==> src/rtl/instr_mem_pipe.sv <==
// Instruction memory for the RV32I fetch stage: fixed-latency read pipeline
// with a response queue, fault flagging, flush and a run-time programming port.
module instr_mem_pipe #(
    parameter int          DEPTH     = 64,
    parameter int          READ_LAT  = 1,
    parameter string       INIT_FILE = "INSTRUCTION_MEM.mem",
    parameter logic [31:0] NOP       = 32'h00000013,
    localparam int         AW        = $clog2(DEPTH)
) (
    input  logic          clk,
    input  logic          rst_n,
    input  logic          req_valid,
    output logic          req_ready,
    input  logic [31:0]   req_pc,
    output logic          rsp_valid,
    input  logic          rsp_ready,
    output logic [31:0]   rsp_instr,
    output logic [31:0]   rsp_pc,
    output logic [1:0]    rsp_fault,
    input  logic          flush,
    input  logic          prog_we,
    input  logic [AW-1:0] prog_addr,
    input  logic [31:0]   prog_wdata
);

    localparam int QD = READ_LAT + 1;
    localparam int PW = $clog2(QD);
    localparam int CW = $clog2(QD + 1);

    logic [31:0] mem [0:DEPTH-1];

    logic [READ_LAT:1] st_v;
    logic [31:0]       st_pc  [1:READ_LAT];
    logic [31:0]       st_dat [1:READ_LAT];
    logic [1:0]        st_flt [1:READ_LAT];

    logic [31:0] q_pc  [0:QD-1];
    logic [31:0] q_dat [0:QD-1];
    logic [1:0]  q_flt [0:QD-1];

    logic [PW-1:0] wptr, rptr;
    logic [CW-1:0] cnt, cred;

    logic        mis, oor, accept, pop, push, q_pop, q_empty;
    logic [31:0] rd_word;

    function automatic logic [PW-1:0] inc(input logic [PW-1:0] p);
        return (p == PW'(QD - 1)) ? '0 : p + 1'b1;
    endfunction

    always_ff @(posedge clk) begin
        if (prog_we && 32'(prog_addr) < 32'(DEPTH))
            mem[prog_addr] <= prog_wdata;
    end

    assign mis = |req_pc[1:0];
    assign oor = req_pc[31:2] >= 30'(DEPTH);

    always_comb begin
        rd_word = NOP;
        if (!(mis | oor))
            rd_word = mem[req_pc[AW+1:2]];
    end

    // Last pipeline stage bypasses the queue when it is empty, so the
    // queue adds no latency; a stalled bypass entry is parked in the queue.
    assign q_empty   = (cnt == '0);
    assign rsp_valid = q_empty ? st_v[READ_LAT] : 1'b1;
    assign rsp_instr = q_empty ? st_dat[READ_LAT] : q_dat[rptr];
    assign rsp_pc    = q_empty ? st_pc[READ_LAT] : q_pc[rptr];
    assign rsp_fault = q_empty ? st_flt[READ_LAT] : q_flt[rptr];

    assign pop       = rsp_valid & rsp_ready;
    assign q_pop     = pop & !q_empty;
    assign push      = st_v[READ_LAT] & !(q_empty & rsp_ready);
    assign req_ready = !flush & ((cred < CW'(QD)) | pop);
    assign accept    = req_valid & req_ready;

    always_ff @(posedge clk) begin
        if (push) begin
            q_pc[wptr]  <= st_pc[READ_LAT];
            q_dat[wptr] <= st_dat[READ_LAT];
            q_flt[wptr] <= st_flt[READ_LAT];
        end
    end

    always_ff @(posedge clk or negedge rst_n) begin
        if (!rst_n) begin
            st_v <= '0;
            for (int k = 1; k <= READ_LAT; k++) begin
                st_pc[k]  <= '0;
                st_dat[k] <= NOP;
                st_flt[k] <= '0;
            end
            wptr <= '0;
            rptr <= '0;
            cnt  <= '0;
            cred <= '0;
        end else begin
            st_pc[1]  <= req_pc;
            st_dat[1] <= rd_word;
            st_flt[1] <= {oor, mis};
            for (int k = 2; k <= READ_LAT; k++) begin
                st_pc[k]  <= st_pc[k-1];
                st_dat[k] <= st_dat[k-1];
                st_flt[k] <= st_flt[k-1];
            end
            if (flush) begin
                st_v <= '0;
                wptr <= '0;
                rptr <= '0;
                cnt  <= '0;
                cred <= '0;
            end else begin
                st_v[1] <= accept;
                for (int k = 2; k <= READ_LAT; k++)
                    st_v[k] <= st_v[k-1];
                if (push)
                    wptr <= inc(wptr);
                if (q_pop)
                    rptr <= inc(rptr);
                cnt  <= cnt + CW'(push) - CW'(q_pop);
                cred <= cred + CW'(accept) - CW'(pop);
            end
        end
    end

endmodule

==> config.mk <==
export PLATFORM = sky130hd
export DESIGN_NAME = instr_mem_pipe
export DESIGN_NICKNAME = d
export VERILOG_FILES = /design/src/rtl/instr_mem_pipe.sv
export SDC_FILE = /design/constraint.sdc
export NUM_CORES = 2
export LEC_CHECK = 0
export ABC_CLOCK_PERIOD_IN_PS = 8560
export CELL_PAD_IN_SITES_DETAIL_PLACEMENT = 1
export CELL_PAD_IN_SITES_GLOBAL_PLACEMENT = 2
export CORE_MARGIN = 5
export CORE_UTILIZATION = 50
export CTS_CLUSTER_SIZE = 8
export DETAILED_ROUTE_END_ITERATION = 6
export GPL_TIMING_DRIVEN = 0
export PLACE_DENSITY = 0.78
export REMOVE_ABC_BUFFERS = 1
export SKIP_LAST_GASP = 1
export SYNTH_ARGS = -nofsm -noshare
export SYNTH_HDL_FRONTEND = slang
export SYNTH_SLANG_ARGS = --single-unit
export TNS_END_PERCENT = 50
==> constraint.sdc <==
create_clock -name clk -period 8.56 [get_ports clk]
set_clock_uncertainty 0.15 [all_clocks]
set_input_delay 1.712 -clock clk [delete_from_list [all_inputs] [get_ports clk]]
set_output_delay 1.712 -clock clk [all_outputs]
set_load 0.03 [all_outputs]
==> impl_results.md <==
- Switch Pwr: 6.09 mW
- Area Overhead vs Synth: 17.6%
- Power Density: 258 nW/µm²
- Seq cells post-synth: 2,253
- GR Layer Usage met2: 0.438
- Hold Violations, Final: 0
- Fin crit period: 6.02 ns
- I/O pins: 144
- DIE WIDTH: 426 µm
- Crit-path max FO: 37
- Root buf cell: clkbuf_16
- Worst Hold Depth: 0
- Crit path depth: 6
- Post-synth cell types: 66
- Asr flop ratio synth: 0.0324
- R2R cell count: 6
- Endpoints failing setup: 0
- Crit. Startpoint: req_pc[7]
- CP cell instances: buf_4, clkinv_1, nand2_1, a2111oi_0, a31oi_1, o21ai_1
- Combinational power share: 0.095
- Initial antenna violation count: 18
- CTS tree: yes
- GR Util met3: 0.0715
- Post-Syn Instances: 3,971
- Die Y: 426 µm
- Crit path DAT: 6.57 ns
- # rows: 152
- Post-layout instance area: 102,000 µm²
- GR Layer Usage met1: 0.375
- Post-synth top flop: edfxtp_1
- Maximum VDD drop: 0.208 mV
- Final Cycle Share: 0.703
- Hold Startpoint: st_pc[10]$_DFF_PN0_
- Residual DRC: 0
- Setup CP Type: input port to register
- Leakage: 32.8 nW
- Max incr delay on CP: 1.48 ns
- Max-slew violations: 0
- Port-buffer cells: 143
- Gr busiest metal: met2
- DRT Wirelength: 251,000 µm
- Area of the core: 172,000 µm²
- Cell area after synthesis: 86,700 µm²
- Min-delay worst type: register to register
- Status: finished, final reports clean
- Number of vias per cell: 6.51
- Pint: 20.2 mW
- Worst-case clock buffer depth: 4
- Detailed placement HPWL: 147,000 µm
- Avg Cell Area, Syn: 21.8 µm²
- Num CTS Buffers: 331
- Critical path buffer and inverter count: 2
- Synth warnings: 0
- Post-DP Area: 93,100 µm²
- Post-CTS Hold Buffers: 0
- Largest net degree at the start of global routing: 94
- Net Sw Frac: 0.232
- Startpoint Class: input port
- Slew HR: 0.0154
- Vias in the first global route: 46,537
- Worst skew pair latency: 0.94 ns
- Placer Congestion: 0.751
- First-pass GRT wire length: 352,000 µm
- H-tree Lvls: 5
- # nets final: 4,465
- Total Routing Usage GR: 0.277
- Final setup TNS: 0 ns
- Clock Power Share: 0.435
- DR vias: 44,350
- Die footprint: 182,000 µm²
- Overflow after GRT: 0
- Share of cells above drive strength 1: 0.238
- Crit path max-delay family: buffers and inverters
- R2r startpoint: mem[62][4]$_DFFE_PP_
- Starting Density: 0.504
- R2R setup slack: 5.07 ns
- Max cap viols: 0
- Final ANT Viol Nets: 0
- Sequential fraction of the synthesis area: 0.776
- Clock sink count: 2,253
- Wire length per cell: 36.8 µm
- CP endpoint kind: register
- Iter 0 DRT Violations: 5,918
- Post-synth EDFFs: 2,180
- Resize count post-CTS: 0
- Worst EP required: 9.11 ns
- Fmax: 166 MHz
- Post-CTS setup buffer count: 0
- DRT Pass-1 Iters: 6
- RSZ-0062 raised after global routing: no
- CP max stage cell: clkinv_1
- Worst-path clk slew: 0.05 ns
- Slew @ Worst Pin: 1.47 ns
- Sequential share of power: 0.469
-- cells by family (layout without fill, tap and decap cells) --
group | count (synthesis) | in the layout | share of synthesized area
buffers and inverters | 232 | 756 | 0.0187
adder cells (fa/ha/maj) | 4 | 4 | 0.000577
AND/OR/NAND/NOR | 463 | 463 | 0.0227
AO/OA/AOI/OAI | 305 | 305 | 0.0235
other | 0 | 6 | 0
multiplexers | 708 | 708 | 0.158
XOR/XNOR | 6 | 6 | 0.000606
flip-flops | 2253 | 2253 | 0.776
-- placed cells by master, fill, tap and decap left out, types with 9 or more instances in the layout --
cell type | synthesis | routed
nor2_4 | 0 | 62
nor3_1 | 23 | 17
buf_12 | 16 | 87
a21oi_1 | 101 | 101
buf_8 | 12 | 9
a221o_1 | 14 | 14
clkdlybuf4s50_1 | 0 | 104
mux4_2 | 438 | 438
dfrtp_1 | 70 | 69
nor2_1 | 210 | 143
o21ai_0 | 25 | 25
buf_6 | 18 | 19
a221oi_1 | 24 | 24
nand2_1 | 137 | 137
a211oi_1 | 10 | 10
edfxtp_1 | 2180 | 2180
o22ai_1 | 9 | 9
clkbuf_16 | 0 | 336
o211ai_1 | 11 | 11
mux4_1 | 68 | 68
nor2b_1 | 10 | 9
a22oi_1 | 30 | 30
a311oi_1 | 9 | 9
buf_2 | 62 | 32
mux2i_1 | 195 | 195
and3_1 | 9 | 9
a31oi_1 | 25 | 25
clkbuf_1 | 61 | 101
nand3_1 | 34 | 34
buf_16 | 0 | 44
-- registers in the layout, summed over array words and instances (netlist names) --
signal  count
cnt         2
cred        2
mem      2048
q_dat      64
q_flt       4
q_pc       64
rptr        1
st_dat     32
st_flt      2
st_pc      32
st_v        1
wptr        1
-- worst paths after layout --
check                                   endpoint
max                         st_dat[20]$_DFF_PN0_
min                        q_pc[0][10]$_DFFE_PP_
max reg2reg                  st_dat[4]$_DFF_PN1_
min reg2reg                q_pc[0][10]$_DFFE_PP_
max in group asynchronous       rptr$_DFFE_PN0P_
min in group asynchronous   st_dat[24]$_DFF_PN0_
-- worst reg2reg max path: stages (launching register included) --
cell,delay (ns)
edfxtp_1,0.37
mux4_2,0.49
mux2_2,0.28
nand2_1,0.07
o21ai_0,0.11
a311oi_1,1.06
o21ai_0,0.70
-- Yosys cell counts, drive strengths merged, types with 4 or more instances --
cell / number / area [µm²]
mux2i: 195 / 1950
edfxtp: 2180 / 65500
nand3: 34 / 170
a22oi: 30 / 225
a311oi: 9 / 78.8
nor3: 23 / 115
and2: 7 / 43.8
nor2: 210 / 788
dfrtp: 70 / 1750
mux4: 506 / 11700
o22ai: 9 / 56.3
a21oi: 101 / 505
nor2b: 10 / 62.6
a211oi: 10 / 75.1
and3: 9 / 56.3
nor4: 8 / 50.1
or3: 4 / 25.0
nand4: 5 / 31.3
a32oi: 5 / 43.8
a31oi: 25 / 156
nand2: 137 / 514
mux2: 7 / 78.8
o2111ai: 4 / 35.0
ha: 4 / 50.1
buf: 152 / 1290
o221ai: 8 / 70.1
a221oi: 24 / 210
clkbuf: 65 / 265
o21ai: 33 / 165
or2: 5 / 31.3
o211ai: 11 / 82.6
xnor2: 4 / 35.0
inv: 11 / 41.3
a221o: 14 / 140
-- metrics by stage --
stage	power, mW	hold slack, ns	utilization	worst slack [ns]	std cells
2_1_floorplan	13.7	0.293	-	3.02	3752
3_3_place_gp	15.7	0.296	0.520	-29.19	6205
3_5_place_dp	15.0	0.309	0.541	2.36	6362
4_1_cts	26.4	0.317	0.592	3.13	6805
5_1_grt	27.1	0.326	0.592	2.58	6807
6_report	26.3	0.321	0.592	2.54	6811
-- power by group through the flow --
stage	Combinational, mW	Clock, mW	Sequential (mW)
6_report	2.50	11.4	12.3
5_1_grt	2.64	12.2	12.3
4_1_cts	2.52	11.6	12.3
3_5_place_dp	2.51	0	12.5
3_3_place_gp	3.13	0	12.6
2_1_floorplan	1.20	0	12.5
-- layer usage --
layer / wire, µm / part of all wire
met4: 10200 / 0.041
met3: 24800 / 0.099
met2: 120000 / 0.48
met1: 96000 / 0.38
met5: 17 / 0.000068
-- cell type report --
class,instances,area [µm²]
tap,2310,2890
clock buffer,437,8790
timing repair buffer,300,4540
inverter,13,68.8
antenna,6,15.0
clock inverter,6,55.1
fill,14055,70100
multi-input combinational,1486,18300
sequential,2253,67300
Power figures use the tool's default switching activity.
